===== config.mk =====
export PLATFORM = sky130hd
export DESIGN_NAME = serial_subtractor
export DESIGN_NICKNAME = d
export VERILOG_FILES = /design/src/rtl/serial_subtractor.sv
export SDC_FILE = /design/constraint.sdc
export NUM_CORES = 1
export LEC_CHECK = 0
export ABC_AREA = 1
export CAP_MARGIN = 20
export CORE_MARGIN = 1
export CORE_UTILIZATION = 43
export DETAILED_ROUTE_END_ITERATION = 16
export DONT_BUFFER_PORTS = 1
export PLACE_DENSITY = 0.69
export RECOVER_POWER = 25
export SETUP_SLACK_MARGIN = 0.02
export SLEW_MARGIN = 20
export SYNTH_ARGS = -nofsm -noshare
export SYNTH_HDL_FRONTEND = slang
export SYNTH_SLANG_ARGS = --single-unit

===== constraint.sdc =====
create_clock -name clk -period 2.6 [get_ports clk]
set_input_delay 0.52 -clock clk [delete_from_list [all_inputs] [get_ports clk]]
set_output_delay 0.52 -clock clk [all_outputs]
set_load 0.005 [all_outputs]

===== src/rtl/serial_subtractor.sv =====
// Bit-serial unsigned subtractor: one full-subtractor cell plus a borrow flop, LSB first.
// Optional signed-overflow output `ovf` is enabled by defining SERIAL_SUB_OVF_EN.
module serial_subtractor #(
   parameter int WIDTH = 4
) (
   input  logic             clk,
   input  logic             rst,
   input  logic             start,
   input  logic [WIDTH-1:0] inA,
   input  logic [WIDTH-1:0] inB,
   output logic [WIDTH-1:0] diff,
   output logic             borrow,
   output logic             busy,
   output logic             done
`ifdef SERIAL_SUB_OVF_EN
   ,
   output logic             ovf
`endif
);

   localparam int CW = $clog2(WIDTH);

   typedef enum logic [1:0] {IDLE, RUN, DONE} state_t;

   state_t           state;
   logic [WIDTH-1:0] a_sr;
   logic [WIDTH-1:0] b_sr;
   logic [WIDTH-1:0] r_sr;
   logic [CW-1:0]    cnt;
   logic             br;

   // Full-subtractor cell acting on the current LSB of each operand register.
   logic a_i, b_i, d_i, br_next, last, load;

   assign a_i     = a_sr[0];
   assign b_i     = b_sr[0];
   assign d_i     = a_i ^ b_i ^ br;
   assign br_next = (~a_i & b_i) | (~(a_i ^ b_i) & br);
   assign last    = (cnt == CW'(WIDTH - 1));
   // A new request is only accepted when no operation is in flight.
   assign load    = start && (state != RUN);

   // NOTE: all state is updated with non-blocking assignments so every flop
   // samples the pre-edge values; reset here is synchronous, as rst is only
   // meaningful on the rising edge.
   always_ff @(posedge clk) begin
      if (rst) begin
         state  <= IDLE;
         a_sr   <= '0;
         b_sr   <= '0;
         r_sr   <= '0;
         cnt    <= '0;
         br     <= 1'b0;
         diff   <= '0;
         borrow <= 1'b0;
         busy   <= 1'b0;
         done   <= 1'b0;
`ifdef SERIAL_SUB_OVF_EN
         ovf    <= 1'b0;
`endif
      end else begin
         if (load) begin
            a_sr  <= inA;
            b_sr  <= inB;
            r_sr  <= '0;
            cnt   <= '0;
            br    <= 1'b0;
            state <= RUN;
            busy  <= 1'b1;
            done  <= 1'b0;
         end else begin
            case (state)
               IDLE: begin
                  busy <= 1'b0;
                  done <= 1'b0;
               end
               RUN: begin
                  a_sr <= a_sr >> 1;
                  b_sr <= b_sr >> 1;
                  r_sr <= {d_i, r_sr[WIDTH-1:1]};
                  br   <= br_next;
                  cnt  <= cnt + CW'(1);
                  if (last) begin
                     // The final difference bit lands in the MSB on this same edge.
                     diff   <= {d_i, r_sr[WIDTH-1:1]};
                     borrow <= br_next;
`ifdef SERIAL_SUB_OVF_EN
                     ovf    <= (a_i ^ b_i) & (d_i ^ a_i);
`endif
                     state  <= DONE;
                     busy   <= 1'b0;
                     done   <= 1'b1;
                  end
               end
               DONE: begin
                  state <= IDLE;
                  done  <= 1'b0;
               end
               default: begin
                  state <= IDLE;
                  busy  <= 1'b0;
                  done  <= 1'b0;
               end
            endcase
         end
      end
   end

endmodule


==> implementation parameters <==
Parameter                              Value

Floorplanning
  Initial Utilization ... 47.79%
  Die span in x ... 49.64 µm
  Top-level I/O count ... 18
  DIE AREA ... 2464 µm²
  Total core area ... 2042 µm²
  Total number of placement rows ... 16
  Die height ... 49.64 µm

Drt
  Initial DRC count ... 10
  Routed wire per std cell ... 11.25 µm
  Drt pass-1 iters ... 4
  Final routed wirelength across all metal layers ... 1743 µm
  Remaining number of nets flagged by the antenna check after routing ... 0
  Routed vias ... 761
  Routed vias/inst ... 4.910
  Drt drc ... 0

CTS
  Number of buffers inserted by post-CTS setup repair ... 0
  Clock-pin slew reported for the worst setup and hold paths after clock tree synthesis ... 0.12 ns
  Post-CTS Resized ... 0
  Number of hold-repair buffers added at the cts stage ... 0
  H-tree depth ... 1
  Skew-Pair Late Insertion Delay ... 0.30 ns
  Clock tree from TritonCTS ... yes
  Cell at the root of the clock tree ... clkbuf_4
  Max Root-Sink Buffers ... 2
  Number of CTS-inserted buffers ... 3
  Clock tree sinks ... 23

Final layout
  Final antenna diode count ... 0
  Area added between synthesis and finish ... 0%
  Final #Nets ... 142
  Fin util ... 47.79%
  Final standard cell count with taps included and fillers excluded ... 155
  Fraction of layout instances using a drive strength above 1 ... 3.906%
  Final design area excluding fillers ... 975.9 µm²

Yosys
  Post-synth top area share ... 47.18%
  Cell Area, Synth ... 975.9 µm²
  Total nets after synthesis ... 142
  Yosys Warn Count ... 0
  Flip-flop and latch count after synthesis ... 23
  Synthesized area per cell ... 7.565 µm²
  Largest area contributor in the synthesized netlist ... dfxtp_1
  Synth cell types ... 17
  Number of cells produced by synthesis ... 129
  Area contributors post-synth ... dfxtp_1 (47%), nand2_1 (15%), nand3_1 (12%)
  Sequential share of the synthesized area ... 47.18%

Place
  Final Wtd Congestion ... 0.7337
  Detail Placement HPWL ... 1260 µm
  Count of placed standard cells including taps ... 151
  Setup WS pre-CTS ... 1.259 ns
  Count of port buffers added during placement ... 0
  Post-place instance area ... 959.7 µm²

Global routing
  Most heavily used metal layer in global routing ... met2
  Antenna violations before repair ... 0
  Pin count of the biggest net entering global routing ... 26
  Met3 routing resource usage after global routing ... 4.012%
  Wire length of the first global-routing pass ... 3056 µm
  Total global routing overflow ... 0
  Met2 Resource Use GR ... 28.15%
  Vias in the first global route ... 719
  Global routing met1 resource utilization ... 18.98%
  Global routing usage summed across all routing layers ... 16.35%

Critical path
  Master of the slowest instance on the critical path ... nand2_1
  Element type at the critical path end ... flip-flop
  Crit-path max cell delay ... 0.57 ns
  Worst path depth ... 5
  Cell-by-cell trace of the critical path ... clkinv_1, nand2_1, nand2_1, nand2_1, a21oi_1
  Most prevalent standard cell on the critical path ... nand2_1
  Critical path peak fanout ... 25
  Number of cells on the worst reg-to-reg path ... 5
  Total buffers and inverters traversed by the critical path ... 1
  Data arrival time of the worst path ... 1.75 ns
  Required time reported for the critical path endpoint ... 2.79 ns
  CP Launch Type ... flip-flop
  Type of the worst setup path ... reg -> reg
  Dominant delay contributor by cell family on the critical path ... simple AND/OR/NAND/NOR gates

STA
  Max Slew Vio Count ... 0
  Worst Tran Pin Value ... 0.7750 ns
  TNS Setup ... 0 ns
  Headroom to the max-slew limit ... 48.21%
  Hold violation total from the final report ... 0
  Number of setup violations in the final report ... 0
  Setup repair after global routing missed its margin ... no
  Final hold slack ... 0.2741 ns
  Portion of the clock cycle consumed by the worst path in the final layout ... 59.84%
  Layout Skew ... 0.007104 ns
  Upper clock frequency limit ... 642.8 MHz
  Final worst setup slack ... 1.044 ns
  Min Clock Period, post-route ... 1.556 ns

Worst hold path
  Hold/Removal Path Class ... in -> reg
  Hold path depth ... 1

Outcome
  Status ... completed

Power and ir drop
  Worst VDD drop ... 0.3137 mV
  Pwr Density ... 591.8 nW/µm²
  Leak Pwr ... 0.4500 nW
  Final Power ... 0.5776 mW

Job
  Max-cap viol count ... 0
[cell usage after synthesis, drive strengths merged]
cell type and count:
nand3 24, a21oi 8, inv 15, ha 1, xor2 1, nor3 1
nor2 7, o21ai 2, or2 1, buf 5, nand2 40, dfxtp 23
fa 1
[registers in the layout, indices dropped and copies added, names as in the netlist]
signal and flops:
a_sr 4, b_sr 4, diff 4, r_sr 3, cnt 2, state 2, borrow 1, br 1
busy 1, done 1
[cell usage in the layout (no fill, tap or decap)]
master,count
nand3_1,24
or2_1,1
dfxtp_1,23
fa_1,1
nor3_1,1
nor2_1,7
clkbuf_1,1
ha_1,1
inv_2,2
inv_1,12
clkinv_1,1
xor2_1,1
o21ai_0,2
nand2_1,40
a21oi_1,8
clkbuf_4,3
[final timing paths]
check / start / end / slack (ns)
setup / recovery: state[1] / r_sr[1] / 1.04
hold / removal: rst / b_sr[3] / 0.27
setup reg to reg: state[1] / r_sr[1] / 1.04
hold reg to reg: a_sr[3] / a_sr[3] / 0.46
[worst register-to-register path: stages (launching register included)]
cell and delay [ns]:
dfxtp_1 0.38, clkinv_1 0.07, nand2_1 0.57, nand2_1 0.16, nand2_1 0.21, a21oi_1 0.07
[per-layer routing]
metal	vias to the layer above	share of wire, %
met5	-	0
met4	0	0.75
met3	2	3.3
met2	13	51
met1	342	45
li1	404	-
[where the power goes]
group | internal [mW] | switching [mW] | total (mW)
clock network | 0.0597 | 0.0978 | 0.157
logic | 0.0162 | 0.0327 | 0.0489
registers | 0.364 | 0.00705 | 0.371
total | 0.440 | 0.138 | 0.578
[cells by family after synthesis]
logic type	count (synthesis)	share of synthesized area [%]
AO/OA/AOI/OAI	10	5.128
buffers and inverters	20	10.90
XOR/XNOR	1	0.8976
AND/OR/NAND/NOR	73	32.56
adder cells (fa/ha/maj)	2	3.333
flip-flops	23	47.18
[layout make-up]
class / instances / area, µm²
fill: 233 / 1066
clock buffer: 4 / 26.28
inverter: 15 / 56.30
sequential: 23 / 460.4
tap: 27 / 33.78
multi-input combinational: 86 / 399.1
(Power assumes the default switching activity.)
==> RTL change 1 (same flow settings) <==
The parameter `WIDTH` goes from 4 to 2.
--- a/src/rtl/serial_subtractor.sv
+++ b/src/rtl/serial_subtractor.sv
@@ -3,3 +3,3 @@
 module serial_subtractor #(
-   parameter int WIDTH = 4
+   parameter int WIDTH = 2
 ) (
Ports: changed (resized diff, inA and inB); port bits go from 18 to 12. No check against the original RTL was run, so the function may have changed too.
==> RTL change 1 against the unedited design <==
- first-iteration DRC count down 70%
- wire length down 46%
- die area down 41%
- clock skew down 4.0 ps
- hold slack better by 21 ps
- utilization up 3.9 points
- synthesized cell count down 41%
- final area down 38%
- area after synthesis down 42%
- sequential cell count down 9
- count of clock-buffer cells in the layout unchanged
- power down 27%
- worst setup slack better by 280 ps
==> RTL change 1: results (changes against the unedited design) <==
port bufs 0 (unchanged); Async S/R FF share, synth 0% (unchanged); postcts setup bufs 0 (unchanged); # nets final 88 (was 142); Least-Margin Pin Slew 378 ps (was 775 ps); most frequent cells after synthesis nand2_1, dfxtp_1, inv_1, nand3_1, nor2_1 (was nand2_1, nand3_1, dfxtp_1, inv_1, a21oi_1); top layer in use met4 (unchanged); Synth Area in Compound Gates 6.19% (was 5.13%); CTS Buf Count 3 (unchanged); clk sinks 14 (was 23); syn_nets 84 (was 142); Seq/total area 46.3% (was 47.2%); buffer share of cell area 0% (unchanged); post-synthesis mux area share 0% (unchanged); worst skew pair latency 280 ps (was 300 ps); Max clock buf depth 2 (unchanged); Final Skew 3.12 ps (was 7.10 ps); Adder-Cell Fraction of Synth Area 3.54% (was 3.33%); Syn. warnings 0 (unchanged); status finished, final reports clean (unchanged); area taken by multi-input logic gates 226 um2 (was 399 um2); post-detailed-route wirelength per cell 10.1 um (was 11.2 um); VDD IR max 0.238 mV (was 0.314 mV); Worst Hold Class in2reg (unchanged); n_taps 14 (was 27); met1 Use GR 19.8% (was 19.0%); initial antenna violation count 0 (unchanged); grt met2 use 23.3% (was 28.2%); PostCTS Resize Cnt 0 (unchanged); largest net degree at the start of global routing 14 (was 26); Area contributors post-synth dfxtp_1, nand2_1, nand3_1 (unchanged); metal1 wirelength 466 um (was 785 um); Inverters 12 (was 15); Synth cell types 13 (was 17); layout cell share with drive strength beyond 1 6.33% (was 3.91%); CTS root buf clkbuf_4 (unchanged); vias in the first global route 379 (was 719); setup slack at placement 1350 ps (was 1260 ps); Reg clk slew, reported paths 80 ps (was 120 ps); GP Congestion 0.712 (was 0.734); xor and xnor area share after synthesis 0% (was 0.897%); Post-DP Area 572 um2 (was 960 um2); Tot GR Track Use 16.5% (was 16.4%); post-synthesis sequential area ratio 49.6% (was 47.2%); detailed-placement wirelength estimate 713 um (was 1260 um); leak pwr 0.280 nW (was 0.450 nW); global-route wire length before repair 1550 um (was 3060 um); TritonRoute pass-1 iters 3 (was 4); worst-path maximum fanout 2 (was 25); WL met3 58 um (unchanged); fraction of area in clock buffers and inverters 5.99% (was 2.69%); M3 GR Usage 7.56% (was 4.01%); WL met2 395 um (was 885 um); initial DRC count 3 (was 10); # fillers 116 (was 233); comb_multi_in 49 (was 86); routed vias/inst 4.68 (was 4.91)
[RTL change 1: stage by stage]
step	utilization [%]	cells
floorplan	-	76
global placement	48.8	89
detailed placement	48.8	89
CTS	51.9	93
global route	51.7	93
finish	51.7	93
[RTL change 1: worst paths after layout]
kind,startpoint,end,slack (ps),cells after the start
worst max register to register,b_sr[0],br,1330,4
worst max-delay path,b_sr[0],br,1330,4
worst min-delay path,rst,a_sr[1],290,1
worst min register to register,b_sr[1],b_sr[1],460,2
[RTL change 1: worst max-delay path, stage by stage (launching register included)]
cell and delay [ps]:
dfxtp_1 330, inv_1 60, fa_1 400, or2_2 300, a21oi_1 120
[RTL change 1: cells by family after synthesis]
kind of cell / Yosys count
flip-flops: 14
AO/OA/AOI/OAI: 7
buffers and inverters: 13
adder cells (fa/ha/maj): 1
AND/OR/NAND/NOR: 41
[RTL change 1: report_power, final]
group / total, mW / switching [mW] / internal (mW)
logic: 0.0349 / 0.0228 / 0.0120
clock network: 0.155 / 0.0700 / 0.0852
registers: 0.229 / 0.00563 / 0.224
==> RTL change 2 (same flow settings) <==
Made on the original files. Encoding of `state_t`: now one-hot (3 bits for 3 states).
--- a/src/rtl/serial_subtractor.sv
+++ b/src/rtl/serial_subtractor.sv
@@ -22,3 +22,3 @@
 
-   typedef enum logic [1:0] {IDLE, RUN, DONE} state_t;
+   typedef enum logic [2:0] {IDLE = 3'b001, RUN = 3'b010, DONE = 3'b100} state_t;
 
Function: no difference found for any inputs over 10 cycles, from zero or initial values and one cycle with rst high; not proved beyond that.
==> RTL change 2 against the unedited design <==
- via count up 4.1%
- final area is 5.9% higher
- worst setup slack gained 130 ps
- sequential power rose by 4%
- power is 7.4% higher
- clock power up 24%
- area after synthesis is 1.5% higher
- wire length grew 6.5%
- cell count grew 3.9%
- sequential cell count increased by 1
- hold slack got worse by 31 ps
- critical path type unchanged
==> RTL change 2: results (changes against the unedited design) <==
CP Launch Type register (unchanged); Least-Margin Pin Slew 381 ps (was 775 ps); layout cell share with drive strength beyond 1 4.51% (was 3.91%); Worst Path Arrival 1650 ps (was 1750 ps); vias in the first global route 769 (was 719); Tot GR Track Use 17.9% (was 16.4%); top flop regs a_sr: 4 flops, b_sr: 4 flops, diff: 4 flops (unchanged); top layer in use met4 (unchanged); routed vias/inst 4.92 (was 4.91); Async S/R FF share, synth 0% (unchanged); ys flop type dfxtp_1 (unchanged); worst-path maximum fanout 24 (was 25); status finished, final reports clean (unchanged); worst skew pair latency 320 ps (was 300 ps); R2R setup slack 1180 ps (was 1040 ps); global-route wire length before repair 3300 um (was 3060 um); most frequent cells after synthesis nand2_1, dfxtp_1, nand3_1, inv_1, a21oi_1 (was nand2_1, nand3_1, dfxtp_1, inv_1, a21oi_1); minimum hold slack 243 ps (was 274 ps); diodes inserted 0 (unchanged); VDD IR max 0.347 mV (was 0.314 mV); WL met3 99 um (was 58 um); postcts setup bufs 0 (unchanged); H-tree lvl count 1 (unchanged); Syn. warnings 0 (unchanged); initial DRC count 30 (was 10); hold wc startpoint rst (unchanged); Max clock buf depth 2 (unchanged); port bufs 0 (unchanged); WL met2 843 um (was 885 um); largest net degree at the start of global routing 25 (was 26); metal1 wirelength 888 um (was 785 um); Critical R2R Launch state[0] (was state[1]); Worst Hold Class in2reg (unchanged); syn_nets 146 (was 142); Area contributors post-synth dfxtp_1, nand2_1, nand3_1 (unchanged); routed wire length 1860 um (was 1740 um); Synth cell types 17 (unchanged); GP Congestion 0.744 (was 0.734); post-synthesis sequential area ratio 48.5% (was 47.2%); initial antenna violation count 0 (unchanged); Final Skew 10.4 ps (was 7.10 ps); CTS root buf clkbuf_4 (unchanged); Reg clk slew, reported paths 130 ps; CTS Buf Count 3 (unchanged); leak pwr 0.477 nW (was 0.450 nW); TritonRoute pass-1 iters 4 (unchanged); detailed-placement wirelength estimate 1360 um (was 1260 um); PostCTS Resize Cnt 0 (unchanged)
RTL change 2: per-stage QoR:
stage | setup WS (ps) | cell area, um2 | instances
5_1_grt | 1020 | 1030 | 161
3_3_place_gp | 1300 | 1000 | 157
6_report | 1180 | 1030 | 161
2_1_floorplan | 1440 | 991 | 133
4_1_cts | 1210 | 1040 | 161
3_5_place_dp | 1240 | 1000 | 157
RTL change 2: worst paths after layout:
check        depth (start not counted)        to
max                                  7   b_sr[1]
min                                  1  state[1]
max reg2reg                          7   b_sr[1]
min reg2reg                          2   diff[0]
RTL change 2: metal layers:
| layer | vias to the layer above | GRT usage (%) |
|---|---|---|
| met5 | - | 0 |
| met4 | 0 | 6.19 |
| met3 | 5 | 6.79 |
| met2 | 20 | 27.6 |
| met1 | 355 | 22.5 |
| li1 | 412 | - |
RTL change 2: layout make-up:
type,instances,area (um2)
Fill cell,235,1160
Sequential cell,24,480
Multi-Input combinational cell,86,410
Inverter,19,71.3
Clock buffer,4,36.3
Tap cell,28,35.0
RTL change 2: worst max-delay path, cell delays in order (launching register included):
cell	delay, ps
dfxtp_1	360
inv_1	80
nand3_4	230
clkinv_1	320
nand2_1	150
nand3_1	90
nand2_1	60
inv_1	40
RTL change 2: cell families after synthesis:
group	after synthesis	synth area share (%)
fa+ha+maj	2	3.28
buf+inv	23	9.85
compound gates	11	5.56
simple gates	72	31.9
flops	24	48.5
xor+xnor	1	0.884
RTL change 2: power breakdown:
group	switching [mW]	internal, mW	total (mW)
Combinational	0.0268	0.0142	0.0410
Sequential	0.00710	0.379	0.386
Clock	0.108	0.0857	0.194
Total	0.142	0.479	0.620
